$ cat src/rtl/icache_mem_arbiter_if.sv
// Bus bundle between the i-cache bank, the arbiter and the byte-serial instruction memory.
// The master modport is the arbiter's view; slave is the cache/memory environment's view.
interface icache_mem_arbiter_if #(
   parameter int NUM_REQ = 2,
   parameter int ADDR_W  = 28,
   parameter int DATA_W  = 128,
   parameter int ID_W    = 1
);
   logic [NUM_REQ-1:0]        req_read;
   logic [NUM_REQ*ADDR_W-1:0] req_address;
   logic [DATA_W-1:0]         req_readdata;
   logic [NUM_REQ-1:0]        req_busywait;
   logic                      mem_read;
   logic [ADDR_W-1:0]         mem_address;
   logic [DATA_W-1:0]         mem_readdata;
   logic                      mem_busywait;
   logic [ID_W-1:0]           owner;
   logic                      arb_busy;

   modport master (
      input  req_read, req_address, mem_readdata, mem_busywait,
      output req_readdata, req_busywait, mem_read, mem_address, owner, arb_busy
   );

   modport slave (
      output req_read, req_address, mem_readdata, mem_busywait,
      input  req_readdata, req_busywait, mem_read, mem_address, owner, arb_busy
   );
endinterface

$ cat src/rtl/icache_mem_arbiter.sv
// Shares one byte-serial instruction memory between NUM_REQ i-caches, one 16-byte block at a time.
// Build option ICARB_FIXED_PRIO_EN: fixed priority (cache 0 highest) instead of round-robin.
module icache_mem_arbiter #(
   parameter int NUM_REQ = 2,
   parameter int ADDR_W  = 28,
   parameter int DATA_W  = 128,
   parameter int ID_W    = 1
) (
   input logic clock,
   input logic reset,
   icache_mem_arbiter_if.master bus
);
   // state   | meaning
   // IDLE    | no fetch in flight; owner and req_readdata hold
   // BUSY    | mem_read high while the memory streams 16 bytes
   // CAPTURE | block complete, registered into req_readdata
   // RESP    | owner's busywait released for exactly one cycle
   typedef enum logic [1:0] {IDLE, BUSY, CAPTURE, RESP} state_t;

   localparam logic [ID_W:0] NUM_REQ_W = (ID_W+1)'(NUM_REQ);

   state_t              state, state_nxt;
   logic [ID_W-1:0]     owner, rr_ptr, rr_ptr_nxt, winner;
   logic                found;
   logic [ID_W:0]       win_sum;
   logic [NUM_REQ-1:0]  req_rot;
   logic [NUM_REQ-1:0]  busywait;
   logic [ADDR_W-1:0]   mem_address, sel_address;
   logic [DATA_W-1:0]   req_readdata;

   // Rotate so bit 0 is the cache at rr_ptr; the first set bit is the winner.
   always_comb begin
      req_rot = NUM_REQ'({bus.req_read, bus.req_read} >> rr_ptr);
      found   = 1'b0;
      winner  = '0;
      win_sum = '0;
      for (int k = 0; k < NUM_REQ; k++) begin
         if (!found && req_rot[k]) begin
            found   = 1'b1;
            win_sum = {1'b0, rr_ptr} + (ID_W+1)'(k);
            if (win_sum >= NUM_REQ_W) win_sum = win_sum - NUM_REQ_W;
            winner  = win_sum[ID_W-1:0];
         end
      end
   end

   always_comb begin
      sel_address = '0;
      for (int i = 0; i < NUM_REQ; i++) begin
         if (winner == ID_W'(i)) sel_address = bus.req_address[i*ADDR_W +: ADDR_W];
      end
   end

`ifdef ICARB_FIXED_PRIO_EN
   // Pointer pinned at 0 turns the rotating search into lowest-index-first.
   assign rr_ptr_nxt = '0;
`else
   localparam logic [ID_W-1:0] LAST_ID = ID_W'(NUM_REQ - 1);
   assign rr_ptr_nxt = (owner == LAST_ID) ? '0 : owner + ID_W'(1);
`endif

   always_comb begin
      state_nxt = state;
      case (state)
         IDLE:    if (found) state_nxt = BUSY;
         BUSY:    if (!bus.mem_busywait) state_nxt = CAPTURE;
         CAPTURE: state_nxt = RESP;
         RESP:    state_nxt = IDLE;
         default: state_nxt = IDLE;
      endcase
   end

   always_ff @(posedge clock) begin
      if (reset) begin
         state        <= IDLE;
         owner        <= '0;
         rr_ptr       <= '0;
         mem_address  <= '0;
         req_readdata <= '0;
      end else begin
         state <= state_nxt;
         if (state == IDLE && found) begin
            owner       <= winner;
            mem_address <= sel_address;
         end
         if (state == CAPTURE) req_readdata <= bus.mem_readdata;
         if (state == RESP) rr_ptr <= rr_ptr_nxt;
      end
   end

   always_comb begin
      busywait = bus.req_read;
      for (int i = 0; i < NUM_REQ; i++) begin
         if (state == RESP && owner == ID_W'(i)) busywait[i] = 1'b0;
      end
   end

   assign bus.req_busywait = busywait;
   assign bus.req_readdata = req_readdata;
   assign bus.mem_read     = (state == BUSY);
   assign bus.mem_address  = mem_address;
   assign bus.owner        = owner;
   assign bus.arb_busy     = (state != IDLE);
endmodule

$ cat src/flat_wrapper.sv
// flat-port wrapper written by rule: the top's interface ports become plain ports
module icache_mem_arbiter_flat 
#(
   parameter int NUM_REQ = 2,
   parameter int ADDR_W  = 28,
   parameter int DATA_W  = 128,
   parameter int ID_W    = 1
)
  (clock, reset, bus_req_read, bus_req_address, bus_mem_readdata, bus_mem_busywait, bus_req_readdata, bus_req_busywait, bus_mem_read, bus_mem_address, bus_owner, bus_arb_busy);
  icache_mem_arbiter_if #(.NUM_REQ(NUM_REQ), .ADDR_W(ADDR_W), .DATA_W(DATA_W), .ID_W(ID_W)) bus_i ();
  input logic clock;
  input logic reset;
  input wire logic [$bits(bus_i.req_read)-1:0] bus_req_read;
  input wire logic [$bits(bus_i.req_address)-1:0] bus_req_address;
  input wire logic [$bits(bus_i.mem_readdata)-1:0] bus_mem_readdata;
  input wire logic [$bits(bus_i.mem_busywait)-1:0] bus_mem_busywait;
  output wire logic [$bits(bus_i.req_readdata)-1:0] bus_req_readdata;
  output wire logic [$bits(bus_i.req_busywait)-1:0] bus_req_busywait;
  output wire logic [$bits(bus_i.mem_read)-1:0] bus_mem_read;
  output wire logic [$bits(bus_i.mem_address)-1:0] bus_mem_address;
  output wire logic [$bits(bus_i.owner)-1:0] bus_owner;
  output wire logic [$bits(bus_i.arb_busy)-1:0] bus_arb_busy;
  assign bus_i.req_read = bus_req_read;
  assign bus_i.req_address = bus_req_address;
  assign bus_i.mem_readdata = bus_mem_readdata;
  assign bus_i.mem_busywait = bus_mem_busywait;
  assign bus_req_readdata = bus_i.req_readdata;
  assign bus_req_busywait = bus_i.req_busywait;
  assign bus_mem_read = bus_i.mem_read;
  assign bus_mem_address = bus_i.mem_address;
  assign bus_owner = bus_i.owner;
  assign bus_arb_busy = bus_i.arb_busy;
  icache_mem_arbiter #(.NUM_REQ(NUM_REQ), .ADDR_W(ADDR_W), .DATA_W(DATA_W), .ID_W(ID_W)) u_core (.clock(clock), .reset(reset), .bus(bus_i));
endmodule
$ cat config.mk
export PLATFORM = sky130hd
export DESIGN_NAME = icache_mem_arbiter_flat
export DESIGN_NICKNAME = d
export VERILOG_FILES = /design/src/rtl/icache_mem_arbiter_if.sv /design/src/rtl/icache_mem_arbiter.sv /design/src/flat_wrapper.sv
export SDC_FILE = /design/constraint.sdc
export NUM_CORES = 1
export LEC_CHECK = 0
export ABC_AREA = 1
export BUFFER_PORTS_ARGS = -buffer_cell sky130_fd_sc_hd__buf_2
export CAP_MARGIN = 10
export CORE_AREA = 2 2 134 136
export DETAILED_ROUTE_END_ITERATION = 8
export DIE_AREA = 0 0 136 138
export PLACE_DENSITY = 0.71
export SLEW_MARGIN = 10
export SYNTH_ARGS = -nofsm -noshare
export SYNTH_HDL_FRONTEND = slang
export SYNTH_SLANG_ARGS = --single-unit
$ cat constraint.sdc
create_clock -name clock -period 1.7 [get_ports clock]
set_input_delay 0.085 -clock clock [delete_from_list [all_inputs] [get_ports clock]]
set_output_delay 0.085 -clock clock [all_outputs]
set_load 0.01 [all_outputs]
==> impl_metrics.yaml <==
outcome:
  outcome: "finished clean"
clock_network:
  root_buffer: "clkbuf_16"
  cts.clk_slew.worst_paths_ns: 0.06
  clock_latency_ns: 0.42
  cts_sinks: 160
  htree_levels: 4
  cts_tree: "built"
  cts_max_path_buffers: 2
  cts_buffers: 17
sta:
  slew_headroom_pct: 64.6
  fmax_mhz: 661
  period_needed_ns: 1.51
  skew_ns: 0.00974
  fin_crit_sh_pct: 89.0
  rsz0062_at_grt: "false"
  worst_slew_pin_slew_ns: 0.531
  setup_viol: 0
  hold_violations: 0
  fin_tns_setup_ns: 0
  hold_slack_ns: 0.0201
  slew_viol_final: 0
placed_design:
  hpwl_mm: 12.9
  placed_cell_area_um2: 8080
  gp_congestion: 0.810
  io_buffers: 349
floorplan:
  fp.coreArea_um2: 17500
  start_util_pct: 35.8
  die_w_um: 136
  fp-row-count: 49
  die-area_um2: 18800
  die_y_um: 138
  ioPinCount: 350
final_layout:
  stdcell_area_um2: 10400
  nNetsFinal: 1525
  nFillCells: 1446
  area_growth_pct: 66.0
  drive_above_1_share_pct: 30.1
global_routing:
  overflow: 0
  antenna_found_initial: 0
  grt_util_all_layers_pct: 23.2
  grt_pass1_wl_mm: 35.5
  grt_max_degree: 132
  grt_pass1_vias: 7392
pwr:
  vdd_ir_drop_max_v: 0.000800
  switching_share_pct: 37.8
  p_per_area_nw_per_um2: 1500
  seqPwrFrac_pct: 36.0
  p_clk_share_pct: 25.9
  p_int_mw: 9.75
  power_mw: 15.7
  p_leak_nw: 5.48
  p_sw_mw: 5.92
  comb_power_share_pct: 38.1
route:
  drc: 0
  firstDrtPassIters: 5
  num_vias: 7428
  vias_per_cell: 4.72
  ant_nets: 0
  drt-total-wl_mm: 22.5
  drt_iter0_drc: 382
  wl_per_cell_um: 14.3
synth:
  ys_warn_count: 0
  synth_area_um2: 6280
  synth-seq-cells: 160
  synthesis.nets: 1031
  netlist_instances: 837
  avgSynthCellArea_um2: 7.50
  yosys.cell_types.count: 22
  yosysSeqAreaShare_pct: 51.0
worst_setup_path:
  start_kind: "flip-flop"
  cp.arrival_ns: 1.43
  critical_path.max_fanout: 4
  r2r_start: "u_core.state[0]$_SDFFE_PP0P_"
  cp-end-kind: "primary output"
  crit_required_ns: 1.62
  cp-startpoint: "u_core.state[1]$_SDFFE_PP0P_"
  criticalPathCategory: "flip-flop to primary output"
run:
  drv_cap: 0
hold_path:
  min_path_type: "input pin to flip-flop"
  min_from: "bus_req_address[36]"
[cell families after synthesis]
logic type | share of synthesized area (%)
and+or+nand+nor | 24.8
DFF | 51.0
buffers and inverters | 10.2
AOI/OAI and AO/OA | 13.0
adders and majority gates | 0.996
[flip-flops by register name (all words and copies together) (netlist names)]
| name | count |
|---|---|
| u_core.bus.mem_address | 28 |
| u_core.rr_ptr | 1 |
| u_core.state | 2 |
| u_core.bus.req_readdata | 128 |
| u_core.bus.owner | 1 |
[power by group through the flow]
| stage | clock network (mW) | registers, mW | logic, mW |
|---|---|---|---|
| 4_1_cts | 4.14 | 5.60 | 5.88 |
| 2_1_floorplan | 0 | 6.24 | 2.94 |
| 6_report | 4.05 | 5.64 | 5.97 |
| 3_3_place_gp | 0 | 5.62 | 5.49 |
| 5_1_grt | 4.30 | 5.77 | 6.61 |
| 3_5_place_dp | 0 | 5.65 | 5.56 |
[cells in the mapped netlist, drive strengths merged]
master / number / area [um^2]
o21ai: 130 / 654
nand2: 64 / 250
inv: 65 / 244
a21oi: 31 / 155
a21boi: 1 / 7.51
ha: 5 / 62.6
dfxtp: 160 / 3200
nor2: 263 / 1010
nand3b: 1 / 7.51
buf: 29 / 279
nand3: 58 / 290
clkbuf: 30 / 119
[critical path: stages, from the launching register on]
cell and delay (ns):
dfxtp_1 0.42, inv_1 0.12, ha_2 0.21, inv_2 0.10, buf_2 0.16
[per-layer routing]
layer	share of wire, %	track usage [%]	vias up
li1	-	-	3633
met1	40	25.8	3374
met2	48	39.6	353
met3	9.2	7.70	68
met4	3.6	10.9	0
met5	0	0	-
[area by class of cell]
| type | instances | area [um^2] | area share, % |
|---|---|---|---|
| repair buffers | 534 | 3610 | 34.7 |
| flip-flops and latches | 160 | 3200 | 30.7 |
| multi-input cells | 553 | 2450 | 23.5 |
| clock buffers | 17 | 425 | 4.08 |
| well taps | 229 | 287 | 2.75 |
| inverters | 65 | 246 | 2.36 |
| clock inverters | 15 | 198 | 1.90 |
| diodes | 1 | 2.50 | 0.0240 |
[cells in the final DEF (no fill, tap or decap), drive strengths merged]
| cell | n |
|---|---|
| buf | 363 |
| nor2 | 263 |
| dlygate4sd3 | 171 |
| dfxtp | 160 |
| o21ai | 130 |
| inv | 72 |
| nand2 | 64 |
| nand3 | 58 |
| a21oi | 31 |
| clkbuf | 17 |
| ha | 5 |
| clkinvlp | 3 |
| bufinv | 3 |
| clkinv | 2 |
| diode | 1 |
| a21boi | 1 |
| nand3b | 1 |
[path summary, 6_finish.rpt]
check                                        endpoint  slack [ns]  depth (start not counted)
min            u_core.bus.mem_address[8]$_SDFFE_PP0P_        0.02                          5
min reg2reg  u_core.bus.req_readdata[64]$_SDFFE_PP0N_        0.49                          2
max reg2reg   u_core.bus.mem_address[24]$_SDFFE_PP0P_        0.19                          7
max                                      bus_arb_busy        0.19                          4
[timing repair]
action                     in CTS  in global routing
hold buffers                  171                  0
hold endpoints to repair      156                  0
setup buffers                   0                  0
setup endpoints to repair       0                 14
gates resized for setup         0                  1
[per-stage QoR]
stage,std cells,setup WS (ns),utilization [%]
CTS,1573,0.119,59.4
detailed placement,1370,0.144,46.1
floorplan,837,0.356,-
global placement,1370,0.205,46.1
global route,1573,0.0260,59.4
finish,1574,0.187,59.4
No activity file was read; power rests on OpenSTA's default activity.
